File: src/rtl/spi_mux_pkg.sv
// Shared types and helpers for the SPI storage target switch.
// Holds the switch FSM encoding and the mount-request decode.
package spi_mux_pkg;

    typedef enum logic [1:0] {
        ST_RUN,
        ST_PEND,
        ST_GUARD
    } state_t;

    localparam int PHYS_TGT = 0;

    // Anything that is not a populated virtual slot falls back to the physical card.
    function automatic int decode_target(input int idx, input logic size_nz, input int num_tgt);
        if (size_nz && (idx >= 1) && (idx < num_tgt)) begin
            return idx;
        end
        return PHYS_TGT;
    endfunction

endpackage

File: src/rtl/spi_activity_timer.sv
// Disk-LED activity timer: edge detect on the routed SPI lines feeding a
// saturating idle counter; activity stays high until TIMEOUT quiet cycles.
module spi_activity_timer
    import spi_mux_pkg::*;
#(
    parameter int TIMEOUT = 1000000,
    parameter int CNT_W   = $clog2(TIMEOUT + 1)
) (
    input  logic clk_sys,
    input  logic reset,
    input  logic sck,
    input  logic mosi,
    input  logic miso,
    output logic activity
);

    localparam logic [CNT_W-1:0] CNT_MAX = CNT_W'(TIMEOUT);

    logic [2:0]       prev;
    logic [2:0]       cur;
    logic             armed;
    logic [CNT_W-1:0] cnt;
    logic [CNT_W-1:0] cnt_nxt;

    always_comb begin
        cur     = {sck, mosi, miso};
        cnt_nxt = cnt;
        if (armed) begin
            if (cur != prev) begin
                cnt_nxt = '0;
            end else if (cnt != CNT_MAX) begin
                cnt_nxt = cnt + 1'b1;
            end
        end
    end

    // The first cycle out of reset only captures prev, so stale reset values never count as a toggle.
    always_ff @(posedge clk_sys) begin
        if (reset) begin
            prev     <= '0;
            armed    <= 1'b0;
            cnt      <= CNT_MAX;
            activity <= 1'b0;
        end else begin
            prev     <= cur;
            armed    <= 1'b1;
            cnt      <= cnt_nxt;
            activity <= (cnt_nxt != CNT_MAX);
        end
    end

endmodule

File: src/rtl/spi_target_mux.sv
// SPI storage switch: routes the core SPI master to one of NUM_TGT targets and
// retargets on image mount only after host_ss has been idle for GUARD_CYC cycles.
//
// state    | meaning
// ST_RUN   | routing to sel, no retarget outstanding
// ST_PEND  | retarget to req requested, waiting for host_ss high
// ST_GUARD | host_ss high, counting idle cycles before committing req
module spi_target_mux
    import spi_mux_pkg::*;
#(
    parameter  int NUM_TGT   = 2,
    parameter  int GUARD_CYC = 4,
    parameter  int TIMEOUT   = 1000000,
    localparam int IDX_W     = (NUM_TGT > 2) ? $clog2(NUM_TGT) : 1,
    localparam int CNT_W     = $clog2(TIMEOUT + 1)
) (
    input  logic               clk_sys,
    input  logic               reset,
    input  logic               mount_stb,
    input  logic [IDX_W-1:0]   mount_idx,
    input  logic               mount_size_nz,
    input  logic               host_sck,
    input  logic               host_mosi,
    input  logic               host_ss,
    output logic               host_miso,
    output logic [NUM_TGT-1:0] tgt_sck,
    output logic [NUM_TGT-1:0] tgt_mosi,
    output logic [NUM_TGT-1:0] tgt_ss,
    input  logic [NUM_TGT-1:0] tgt_miso,
    output logic [IDX_W-1:0]   sel,
    output logic               switch_pending,
    output logic               activity
);

    localparam int GCNT_W = (GUARD_CYC > 1) ? $clog2(GUARD_CYC + 1) : 1;

    state_t            state;
    state_t            state_nxt;
    logic [IDX_W-1:0]  req;
    logic [IDX_W-1:0]  req_nxt;
    logic [IDX_W-1:0]  sel_nxt;
    logic [IDX_W-1:0]  tgt_dec;
    logic [GCNT_W-1:0] gcnt;
    logic [GCNT_W-1:0] gcnt_nxt;

    always_comb begin
        tgt_ss          = '1;
        tgt_sck         = '0;
        tgt_mosi        = '0;
        tgt_ss[sel]     = host_ss;
        tgt_sck[sel]    = host_sck;
        tgt_mosi[sel]   = host_mosi;
    end

    assign host_miso      = tgt_miso[sel];
    assign switch_pending = (state != ST_RUN);

    always_comb begin
        state_nxt = state;
        req_nxt   = req;
        sel_nxt   = sel;
        gcnt_nxt  = gcnt;
        tgt_dec   = IDX_W'(decode_target(int'(mount_idx), mount_size_nz, NUM_TGT));

        case (state)
            ST_RUN: begin
                if (mount_stb && (tgt_dec != sel)) begin
                    req_nxt   = tgt_dec;
                    state_nxt = ST_PEND;
                end
            end
            ST_PEND: begin
                if (host_ss) begin
                    gcnt_nxt  = GCNT_W'(1);
                    state_nxt = ST_GUARD;
                end
            end
            ST_GUARD: begin
                if (!host_ss) begin
                    state_nxt = ST_PEND;
                end else if (gcnt == GCNT_W'(GUARD_CYC)) begin
                    sel_nxt   = req;
                    state_nxt = ST_RUN;
                end else begin
                    gcnt_nxt = gcnt + 1'b1;
                end
            end
            default: state_nxt = ST_RUN;
        endcase

        // A new mount while pending wins over a same-cycle commit and restarts the guard.
        if ((state != ST_RUN) && mount_stb) begin
            sel_nxt  = sel;
            gcnt_nxt = '0;
            if (tgt_dec == sel) begin
                state_nxt = ST_RUN;
            end else begin
                req_nxt   = tgt_dec;
                state_nxt = ST_PEND;
            end
        end
    end

    always_ff @(posedge clk_sys) begin
        if (reset) begin
            state <= ST_RUN;
            req   <= '0;
            sel   <= IDX_W'(PHYS_TGT);
            gcnt  <= '0;
        end else begin
            state <= state_nxt;
            req   <= req_nxt;
            sel   <= sel_nxt;
            gcnt  <= gcnt_nxt;
        end
    end

    spi_activity_timer #(
        .TIMEOUT (TIMEOUT),
        .CNT_W   (CNT_W)
    ) u_activity (
        .clk_sys  (clk_sys),
        .reset    (reset),
        .sck      (host_sck),
        .mosi     (host_mosi),
        .miso     (host_miso),
        .activity (activity)
    );

endmodule
File: config.mk
export PLATFORM = sky130hd
export DESIGN_NAME = spi_target_mux
export DESIGN_NICKNAME = d
export VERILOG_FILES = /design/src/rtl/spi_mux_pkg.sv /design/src/rtl/spi_activity_timer.sv /design/src/rtl/spi_target_mux.sv
export SDC_FILE = /design/constraint.sdc
export NUM_CORES = 1
export LEC_CHECK = 0
export CAP_MARGIN = 20
export CORE_UTILIZATION = 60
export DETAILED_ROUTE_END_ITERATION = 10
export DONT_BUFFER_PORTS = 1
export PLACE_DENSITY = 0.76
export SYNTH_ARGS = -nofsm -noshare
export SYNTH_HDL_FRONTEND = slang
export SYNTH_SLANG_ARGS = --single-unit
File: constraint.sdc
create_clock -name clk_sys -period 3.02 [get_ports clk_sys]
set_input_delay 0.453 -clock clk_sys [delete_from_list [all_inputs] [get_ports clk_sys]]
set_output_delay 0.453 -clock clk_sys [all_outputs]
set_load 0.03 [all_outputs]
==> results of run 1 <==
==> cells in the mapped netlist, drive strengths merged, types with 2 or more instances <==
master / count
a211oi: 4
a21oi: 10
a31oi: 3
and2: 3
buf: 5
clkbuf: 6
dfxtp: 32
ha: 4
inv: 11
mux2: 3
mux2i: 4
nand2: 26
nand2b: 3
nand3: 7
nand4: 8
nor2: 27
nor2b: 8
nor3: 9
nor3b: 2
nor4: 5
nor4bb: 3
o21a: 2
o21ai: 10
o311ai: 2
or2: 5
or3: 2
xnor2: 13
xor2: 5
==> cell families after synthesis <==
logic type	after synthesis	synth area share
XOR/XNOR	18	0.08025
flip-flops	32	0.3261
buffers and inverters	23	0.05159
AO/OA/AOI/OAI	44	0.1491
adder cells (fa/ha/maj)	4	0.02548
AND/OR/NAND/NOR	114	0.3236
multiplexers	7	0.04395
==> per-stage QoR <==
stage / cells / setup WS (ns) / util / power [mW] / area [um^2]
after detailed placement: 277 / 0.2996 / 0.6427 / 0.5701 / 1978
after floorplan: 242 / 0.6354 / - / 0.5477 / 1964
after global routing: 285 / 0.1868 / 0.6618 / 0.8601 / 2037
final: 285 / 0.2666 / 0.6618 / 0.8204 / 2037
after global placement: 277 / 0.4238 / 0.6427 / 0.5660 / 1978
after CTS: 285 / 0.2804 / 0.6618 / 0.8259 / 2037
==> final cells by class <==
| class | count | area [um^2] |
|---|---|---|
| inverters | 12 | 45.04 |
| well taps | 44 | 55.05 |
| multi-input cells | 187 | 1222 |
| flip-flops and latches | 32 | 640.6 |
| clock buffers | 8 | 58.81 |
| repair buffers | 2 | 15.01 |
| fillers | 282 | 1041 |
==> layout by cell type, fill, tap and decap left out, types with 3 or more instances in the layout <==
cell / count
nor2_1: 27
dfxtp_1: 32
nor4_1: 4
or2_2: 5
a21oi_1: 10
nor2b_1: 8
clkbuf_4: 5
a211oi_1: 4
nand4_1: 6
and2_1: 3
nand2_1: 26
nor4bb_1: 3
nand2b_1: 3
o21ai_0: 9
xor2_1: 5
mux2_2: 3
nor3_1: 9
a31oi_1: 3
ha_1: 4
inv_1: 11
nand3_1: 7
xnor2_1: 13
mux2i_1: 3
==> worst min path at each step <==
stage | slack (ns) | depth (start not counted) | to | from
3_3_place_gp | 0.49 | 2 | req | req
2_1_floorplan | 0.48 | 2 | req | req
3_5_place_dp | 0.52 | 2 | req | req
5_1_grt | 0.15 | 1 | u_activity.cnt[3] | reset
4_1_cts | 0.16 | 1 | u_activity.cnt[3] | reset
6_report | 0.17 | 1 | u_activity.cnt[3] | reset
==> power by group through the flow <==
stage | combinational, mW | clock, mW | sequential (mW)
2_1_floorplan | 0.0874 | 0 | 0.460
3_3_place_gp | 0.101 | 0 | 0.465
3_5_place_dp | 0.104 | 0 | 0.466
4_1_cts | 0.105 | 0.265 | 0.456
5_1_grt | 0.117 | 0.284 | 0.459
6_report | 0.106 | 0.257 | 0.457
==> sequential cells by signal (all words and copies together), names as in the netlist <==
name,count
u_activity.cnt,20
gcnt,3
u_activity.prev,3
state,2
req,1
sel,1
u_activity.activity,1
u_activity.armed,1
==> per-layer routing <==
layer | track usage | wire length [um] | part of all wire
met5 | 0 | 0 | 0
met3 | 0.1026 | 435 | 0.10
met2 | 0.4270 | 1871 | 0.43
met1 | 0.3755 | 1910 | 0.44
met4 | 0.1088 | 119 | 0.027
==> summary.md, run 1 <==
| Metric | Value |
|---|---|
| Placement Rows | `20` |
| Yosys top cell by area | `dfxtp_1` |
| # H-tree levels | `2` |
| Top_reg_cell synth | `dfxtp_1` |
| CP startpoint | `u_activity.cnt[1]` |
| P per Cell Area | `402.7 nW/um^2` |
| Yosys cell types | `54` |
| Worst reg2reg path depth | `7` |
| Cts hold-fix bufs | `0` |
| Post-synth EDFFs | `0` |
| LEAKAGE | `0.7347 nW` |
| Layout area overhead | `3.694%` |
| Cell family with most CP delay | `simple AND/OR/NAND/NOR gates` |
| Via/cell ratio | `6.095` |
| Syn nets | `256` |
| Post-DP HPWL | `3.179 mm` |
| Reg-to-reg setup timing slack | `0.27 ns` |
| Worst-Skew Late Latency | `0.34 ns` |
| Number of remaining DRC errors | `0` |
| Grt total ovfl | `0` |
| Critical Path Start Type | `flop` |
| Worst slew margin | `0.5111` |
| RR Startpoint | `u_activity.cnt[1]` |
| Syn Std Cell Area | `1964 um^2` |
| Drt wl/cell | `15.22 um` |
| Core area | `3078 um^2` |
| Post-CTS Setup Inserts | `0` |
| Hold Path Class | `in2reg` |
| Drt pass-1 iters | `4` |
| Pin count of the biggest net entering global routing | `15` |
| CTS max path bufs | `2` |
| Critical Path Stages | `7` |
| CP Cell Sequence | `ha_1 -> nand4_4 -> nor4_4 -> or4b_4 -> o32a_1 -> nor4_1 -> a31oi_1` |
| Synth top area share | `0.3261` |
| Worst path slowest cell | `or4b_4` |
| Fin crit share | `0.9117` |
| Asr flop ratio synth | `0` |
| Syn Area/Cell | `8.117 um^2` |
| Hold Slack | `0.1682 ns` |
| Global Route Usage Sum | `0.2858` |
| Boundary Pins | `20` |
| Register share of total power | `0.557` |
| Clock root cell | `clkbuf_4` |
| Comb pwr share | `0.130` |
| Detailed Route WL | `4.337 mm` |
| Seq/Total Area, Yosys | `0.3261` |
| Port Buf Inserts | `0` |
| # setup viols final | `0` |
| Final TNS setup | `0 ns` |
| CP arrival | `2.97 ns` |
| Sink Count | `32` |
| Height of the die | `59.22 um` |
| Max-cap violation count | `0` |
| Global-route wire length before repair | `7.424 mm` |
| Switching Fraction | `0.2734` |
| Synth Warn # | `0` |
| Crit path capture | `u_activity.activity` |
| Antenna violation net count after detailed routing | `0` |
| # resized after CTS | `0` |
| Die span in x | `59.22 um` |
| Post-Syn Instances | `242` |
| Layout cells sized above 1 | `0.09129` |
| Starting Density | `0.6382` |
| DR vias | `1737` |
| Min Tclk post-route | `2.753 ns` |
| Maximum VDD drop | `300.8 uV` |
| Worst-path maximum fanout | `7` |
| CP max stage delay | `0.53 ns` |
| Worst-Margin Slew | `0.7281 ns` |
| Crit. End Element | `flop` |
| Largest cells by area after synthesis | `dfxtp_1 33%, xnor2_1 5.8%, nor2_1 5.2%, nand2_1 5.0%, a21oi_1 2.5%` |
| CTS buffer count | `5` |
| RSZ-0062 raised after global routing | `no` |
| Number of synthesized register bits | `32` |
| Cell-internal power | `0.5961 mW` |
| ANT cells | `0` |
| Critical register-to-register path endpoint | `u_activity.activity` |
| Max Clock Skew | `0.004861 ns` |
| Kind of critical path | `reg2reg` |
| Die area | `3507 um^2` |
| Clk pwr share | `0.313` |
| CP bufs+invs | `0` |
| Iter 0 DRT Violations | `115` |
| Status | `finished clean` |
| Nets | `254` |
| Hold Violations, Final | `0` |
| Via count of the first global-routing pass | `1621` |
| Net Sw Power | `0.2243 mW` |
| Final Max Tran Viols | `0` |
| WP data required | `3.24 ns` |
| CTS tree | `yes` |
| Routability cong. | `1.014` |
| Initial antenna violation count | `0` |
| Clk slew on worst S/H paths | `0.10 ns` |
| Max Clk Rate | `0.3632 GHz` |
No activity file was read; power rests on OpenSTA's default activity.
==> run 2, diff against run 1 <==
--- a/config.mk
+++ b/config.mk
@@ -10,6 +10,8 @@
 export DETAILED_ROUTE_END_ITERATION = 10
 export DONT_BUFFER_PORTS = 1
 export PLACE_DENSITY = 0.76
+export SETUP_SLACK_MARGIN = 0.3
+export SKIP_CTS_REPAIR_TIMING = 1
 export SYNTH_ARGS = -nofsm -noshare
 export SYNTH_HDL_FRONTEND = slang
 export SYNTH_SLANG_ARGS = --single-unit
==> summary.md, run 2 (synthesized netlist as in run 1, its figures left out) <==
| Metric | Value |
|---|---|
| Die area | `3507 um^2` |
| Global Route Usage Sum | `0.2858` |
| WP data required | `3.24 ns` |
| CP Cell Sequence | `ha_2 -> nand4_4 -> nor4_4 -> or4b_4 -> o32a_1 -> nor4_2 -> a31oi_1` |
| # setup viols final | `0` |
| Max Clock Skew | `0.008111 ns` |
| Iter 0 DRT Violations | `170` |
| RSZ-0062 raised after global routing | `no` |
| CP max stage delay | `0.53 ns` |
| Combined area of the multi-input logic cells | `1234 um^2` |
| P per Cell Area | `402.1 nW/um^2` |
| Clock root cell | `clkbuf_4` |
| Max-cap violation count | `0` |
| Worst-Margin Slew | `0.7432 ns` |
| Sink Count | `32` |
| Final Max Tran Viols | `0` |
| Max reg flops | `20` |
| # H-tree levels | `2` |
| Detailed Route WL | `4.388 mm` |
| Kind of critical path | `reg2reg` |
| CTS max path bufs | `2` |
| Antenna violation net count after detailed routing | `0` |
| Worst-Skew Late Latency | `0.34 ns` |
| Core area | `3078 um^2` |
| Grt total ovfl | `0` |
| Largest registers | `u_activity.cnt (20), gcnt (3), u_activity.prev (3)` |
| Routability cong. | `1.014` |
| Tot Pwr | `0.8237 mW` |
| Drt pass-1 iters | `5` |
| Die span in x | `59.22 um` |
| DR vias | `1718` |
| Fin crit share | `0.8568` |
| Maximum VDD drop | `303.6 uV` |
| CP bufs+invs | `0` |
| Boundary Pins | `20` |
| CTS buffer count | `5` |
| Worst slew margin | `0.5010` |
| LEAKAGE | `0.7321 nW` |
| Hold Violations, Final | `0` |
| Layout area overhead | `4.267%` |
| Height of the die | `59.22 um` |
| Port Buf Inserts | `0` |
| Hold Path Class | `in2reg` |
| Initial antenna violation count | `0` |
| CTS tree | `yes` |
| CP arrival | `2.81 ns` |
| FF+latch area | `640.6 um^2` |
| Cell family with most CP delay | `simple AND/OR/NAND/NOR gates` |
| Register with the most flip-flops | `u_activity.cnt` |
| Drt wl/cell | `15.40 um` |
| Via count of the first global-routing pass | `1621` |
| Min Tclk post-route | `2.588 ns` |
| Global-route wire length before repair | `7.424 mm` |
| Crit. End Element | `flop` |
| Worst path slowest cell | `or4b_4` |
| Starting Density | `0.6382` |
| Slack of the critical path | `0.4324 ns` |
| Worst-path maximum fanout | `7` |
| Layout cells sized above 1 | `0.1037` |
| Clk slew on worst S/H paths | `0.10 ns` |
| Place WS | `0.2996 ns` |
| Post-DP HPWL | `3.179 mm` |
| Via/cell ratio | `6.028` |
| Placement Rows | `20` |
| Fillers | `280` |
| Number of remaining DRC errors | `0` |
| ANT cells | `0` |
| Max Clk Rate | `0.3865 GHz` |
| Status | `finished clean` |
| Commonest cells after routing, fill and taps aside | `32 x dfxtp_1, 26 x nand2_1, 26 x nor2_1, 13 x xnor2_1, 11 x inv_1` |
| Nets | `254` |
| Critical Path Start Type | `flop` |
| Final TNS setup | `0 ns` |
| Commonest non-fill, non-tap cell in the layout | `dfxtp_1` |
| Pin count of the biggest net entering global routing | `15` |
## run 2: layout make-up
cell class,count,share of cell area
Inverter,12,0.02199
Timing Repair Buffer,2,0.007330
Clock buffer,8,0.02871
Sequential cell,32,0.3128
Multi-Input combinational cell,187,0.6023
Tap cell,44,0.02688
## run 2: metal layers
metal	up-vias	GRT usage	routed length, um
li1	853	-	-
met1	783	0.3755	1946
met2	76	0.4270	1973
met3	6	0.1026	395
met4	0	0.1088	72
met5	-	0	0
## run 2: worst register-to-register path: cells and delay by family (launching register included)
kind | cells | cell delay, ns
compound gates | 2 | 0.45
simple gates | 4 | 1.30
fa+ha+maj | 1 | 0.28
flops | 1 | 0.43
## run 2: worst paths after layout
kind	from	endpoint	slack, ns	cells after the start
setup / recovery	u_activity.cnt[1]	u_activity.activity	0.43	7
hold / removal	reset	u_activity.cnt[3]	0.16	1
setup reg to reg	u_activity.cnt[1]	u_activity.activity	0.43	7
hold reg to reg	req	req	0.53	2
## run 2: per-stage QoR
step                area (um^2)    util  std cells  hold slack [ns]
floorplan                  1964       -        242           0.4768
global placement           1978  0.6427        277           0.4899
detailed placement         1978  0.6427        277           0.5192
CTS                        2037  0.6618        285           0.1573
global route               2048  0.6654        285           0.1500
finish                     2048  0.6654        285           0.1647
## run 2: report_power, final
part / switching, mW / internal (mW) / leakage (nW)
registers: 0.0196 / 0.437 / 0.262
logic: 0.0635 / 0.0443 / 0.437
clock network: 0.144 / 0.115 / 0.0326
total: 0.227 / 0.596 / 0.732
==> run 3, diff against run 2 <==
--- a/config.mk
+++ b/config.mk
@@ -6,10 +6,10 @@
 export NUM_CORES = 1
 export LEC_CHECK = 0
 export CAP_MARGIN = 20
-export CORE_UTILIZATION = 60
+export CORE_UTILIZATION = 57
 export DETAILED_ROUTE_END_ITERATION = 10
 export DONT_BUFFER_PORTS = 1
-export PLACE_DENSITY = 0.76
+export PLACE_DENSITY = 0.75
 export SETUP_SLACK_MARGIN = 0.3
 export SKIP_CTS_REPAIR_TIMING = 1
 export SYNTH_ARGS = -nofsm -noshare
==> constraint.sdc (replaced) <==
create_clock -name clk_sys -period 2.3 [get_ports clk_sys]
set_input_delay 0.345 -clock clk_sys [delete_from_list [all_inputs] [get_ports clk_sys]]
set_output_delay 0.345 -clock clk_sys [all_outputs]
set_load 0.03 [all_outputs]
==> summary.md, run 3 (synthesized netlist as in run 1, its figures left out) <==
| Metric | Value |
|---|---|
| Status | `complete, but fails checks` |
| Violated checks | `negative setup slack` |
| CTS buffer count | `5` |
| Post-DP HPWL | `3.669 mm` |
| Commonest non-fill, non-tap cell in the layout | `nand2_1` |
| Iter 0 DRT Violations | `148` |
| Fin crit share | `1.042` |
| Height of the die | `60.71 um` |
| CP bufs+invs | `1` |
| Switching Fraction | `0.2714` |
| Min-delay src | `reset` |
| Layout area overhead | `21.85%` |
| Via count of the first global-routing pass | `1788` |
| Antenna violation net count after detailed routing | `0` |
| Global Route Usage Sum | `0.3018` |
| ANT cells | `0` |
| Worst-Margin Slew | `0.5798 ns` |
| Kind of critical path | `reg2reg` |
| Drt wl/cell | `17.57 um` |
| CP arrival | `2.62 ns` |
| Hold Violations, Final | `0` |
| Global-route wire length before repair | `8.052 mm` |
| Detailed Route WL | `5.429 mm` |
| Clk pwr share | `0.358` |
| Net Sw Power | `0.3263 mW` |
| Cell-internal power | `0.8760 mW` |
| Reg-to-reg setup timing slack | `-0.1 ns` |
| Register with the most flip-flops | `u_activity.cnt` |
| Max Clock Skew | `0.007433 ns` |
| Worst reg2reg path depth | `9` |
| Worst-Skew Late Latency | `0.34 ns` |
| Worst Hold Path EP | `u_activity.cnt[10]` |
| Core area | `3153 um^2` |
| # setup viols final | `1` |
| Min Tclk post-route | `2.396 ns` |
| LEAKAGE | `0.9250 nW` |
| Slack of the critical path | `-0.09609 ns` |
| RSZ-0062 raised after global routing | `yes` |
| Boundary Pins | `20` |
| CP max stage delay | `0.52 ns` |
| Crit. End Element | `flop` |
| CTS max path bufs | `2` |
| Maximum VDD drop | `355.7 uV` |
| RR Startpoint | `u_activity.cnt[1]` |
| Tot Pwr | `1.202 mW` |
| Clock root cell | `clkbuf_4` |
| Worst-path maximum fanout | `6` |
| Die area | `3685 um^2` |
| Number of remaining DRC errors | `0` |
| Drt pass-1 iters | `4` |
| Starting Density | `0.6230` |
| Fillers | `247` |
| Comb pwr share | `0.148` |
| DR vias | `1937` |
| Initial antenna violation count | `0` |
| Clk slew on worst S/H paths | `0.10 ns` |
| Commonest cells after routing, fill and taps aside | `26 x nand2_1, 25 x nor2_1, 24 x buf_4, 21 x dfxtp_1, 12 x xnor2_1` |
| Register share of total power | `0.495` |
| Port Buf Inserts | `0` |
| # H-tree levels | `2` |
| Hold Slack | `0.04865 ns` |
| Max reg flops | `20` |
| Hold Path Class | `in2reg` |
| Critical Path Start Type | `flop` |
| Pin count of the biggest net entering global routing | `15` |
| Worst path slowest cell | `a2111oi_0` |
| Grt total ovfl | `0` |
| Critical register-to-register path endpoint | `u_activity.activity` |
| CTS tree | `yes` |
| Nets | `278` |
| Max Clk Rate | `0.4173 GHz` |
| Final Cell Area | `2394 um^2` |
| Worst slew margin | `0.6126` |
| Placement Rows | `20` |
| Final Util | `0.7591` |
| Sink Count | `32` |
| Largest registers | `u_activity.cnt (20), gcnt (3), u_activity.prev (3)` |
| WP data required | `2.52 ns` |
| Placed cell areas | `2132 um^2` |
| Via/cell ratio | `6.269` |
| P per Cell Area | `502.3 nW/um^2` |
| CP Cell Sequence | `ha_4 -> nand4_4 -> buf_4 -> or2_2 -> a2111oi_0 -> a21oi_1 -> a2bb2oi_1 -> nor4_4 -> a31oi_1` |
| Routability cong. | `0.9759` |
| Max-cap violation count | `0` |
| Die span in x | `60.71 um` |
| Place WS | `-0.01599 ns` |
| Layout cells sized above 1 | `0.2755` |
| Cells on Worst Hold Path | `1` |
| Cell family with most CP delay | `compound AO/OA/AOI/OAI gates` |
| Final Max Tran Viols | `0` |
==> run 3: worst register-to-register path, cell delays in order, from the launching register on <==
cell and delay (ns):
dfxtp_4 0.39, ha_4 0.17, nand4_4 0.11, buf_4 0.18
or2_2 0.28, a2111oi_0 0.52, a21oi_1 0.13, a2bb2oi_1 0.18
nor4_4 0.19, a31oi_1 0.12
==> run 3: layout make-up <==
cell class / instances / area (um^2) / area share
multi-input combinational: 187 / 1345 / 0.5619
sequential: 32 / 669.4 / 0.2797
timing repair buffer: 26 / 202.7 / 0.08468
tap: 44 / 55.05 / 0.02300
inverter: 12 / 45.04 / 0.01882
clock buffer: 6 / 41.29 / 0.01725
clock inverter: 2 / 35.03 / 0.01464
==> run 3: power groups by stage <==
stage	Clock [mW]	Sequential, mW	Combinational (mW)
after floorplan	0	0.605	0.116
final	0.430	0.595	0.177
after detailed placement	0	0.609	0.155
after CTS	0.432	0.596	0.156
after global routing	0.450	0.597	0.191
after global placement	0	0.608	0.152
==> run 3: metrics by stage <==
stage / cells / TNS (ns)
after CTS: 302 / -0.03949
final: 309 / -0.09609
after global routing: 309 / -0.1250
after global placement: 294 / 0
after detailed placement: 294 / -0.01599
after floorplan: 242 / 0
==> run 3: how the worst max path moves through the flow <==
stage                      startpoint             endpoint  slack [ns]  depth (start not counted)
floorplan                         sel  u_activity.activity        0.10                          7
global placement    u_activity.cnt[1]  u_activity.activity        0.07                          7
detailed placement  u_activity.cnt[1]  u_activity.activity       -0.02                          8
CTS                 u_activity.cnt[1]  u_activity.activity       -0.04                          8
global route        u_activity.cnt[3]  u_activity.activity       -0.13                          8
finish              u_activity.cnt[1]  u_activity.activity        -0.1                          9
==> run 3: metal layers <==
| metal | global-route usage | wire [um] |
|---|---|---|
| met1 | 0.3847 | 2329 |
| met2 | 0.4757 | 2573 |
| met3 | 0.06183 | 320 |
| met4 | 0.1721 | 205 |
| met5 | 0 | 0 |
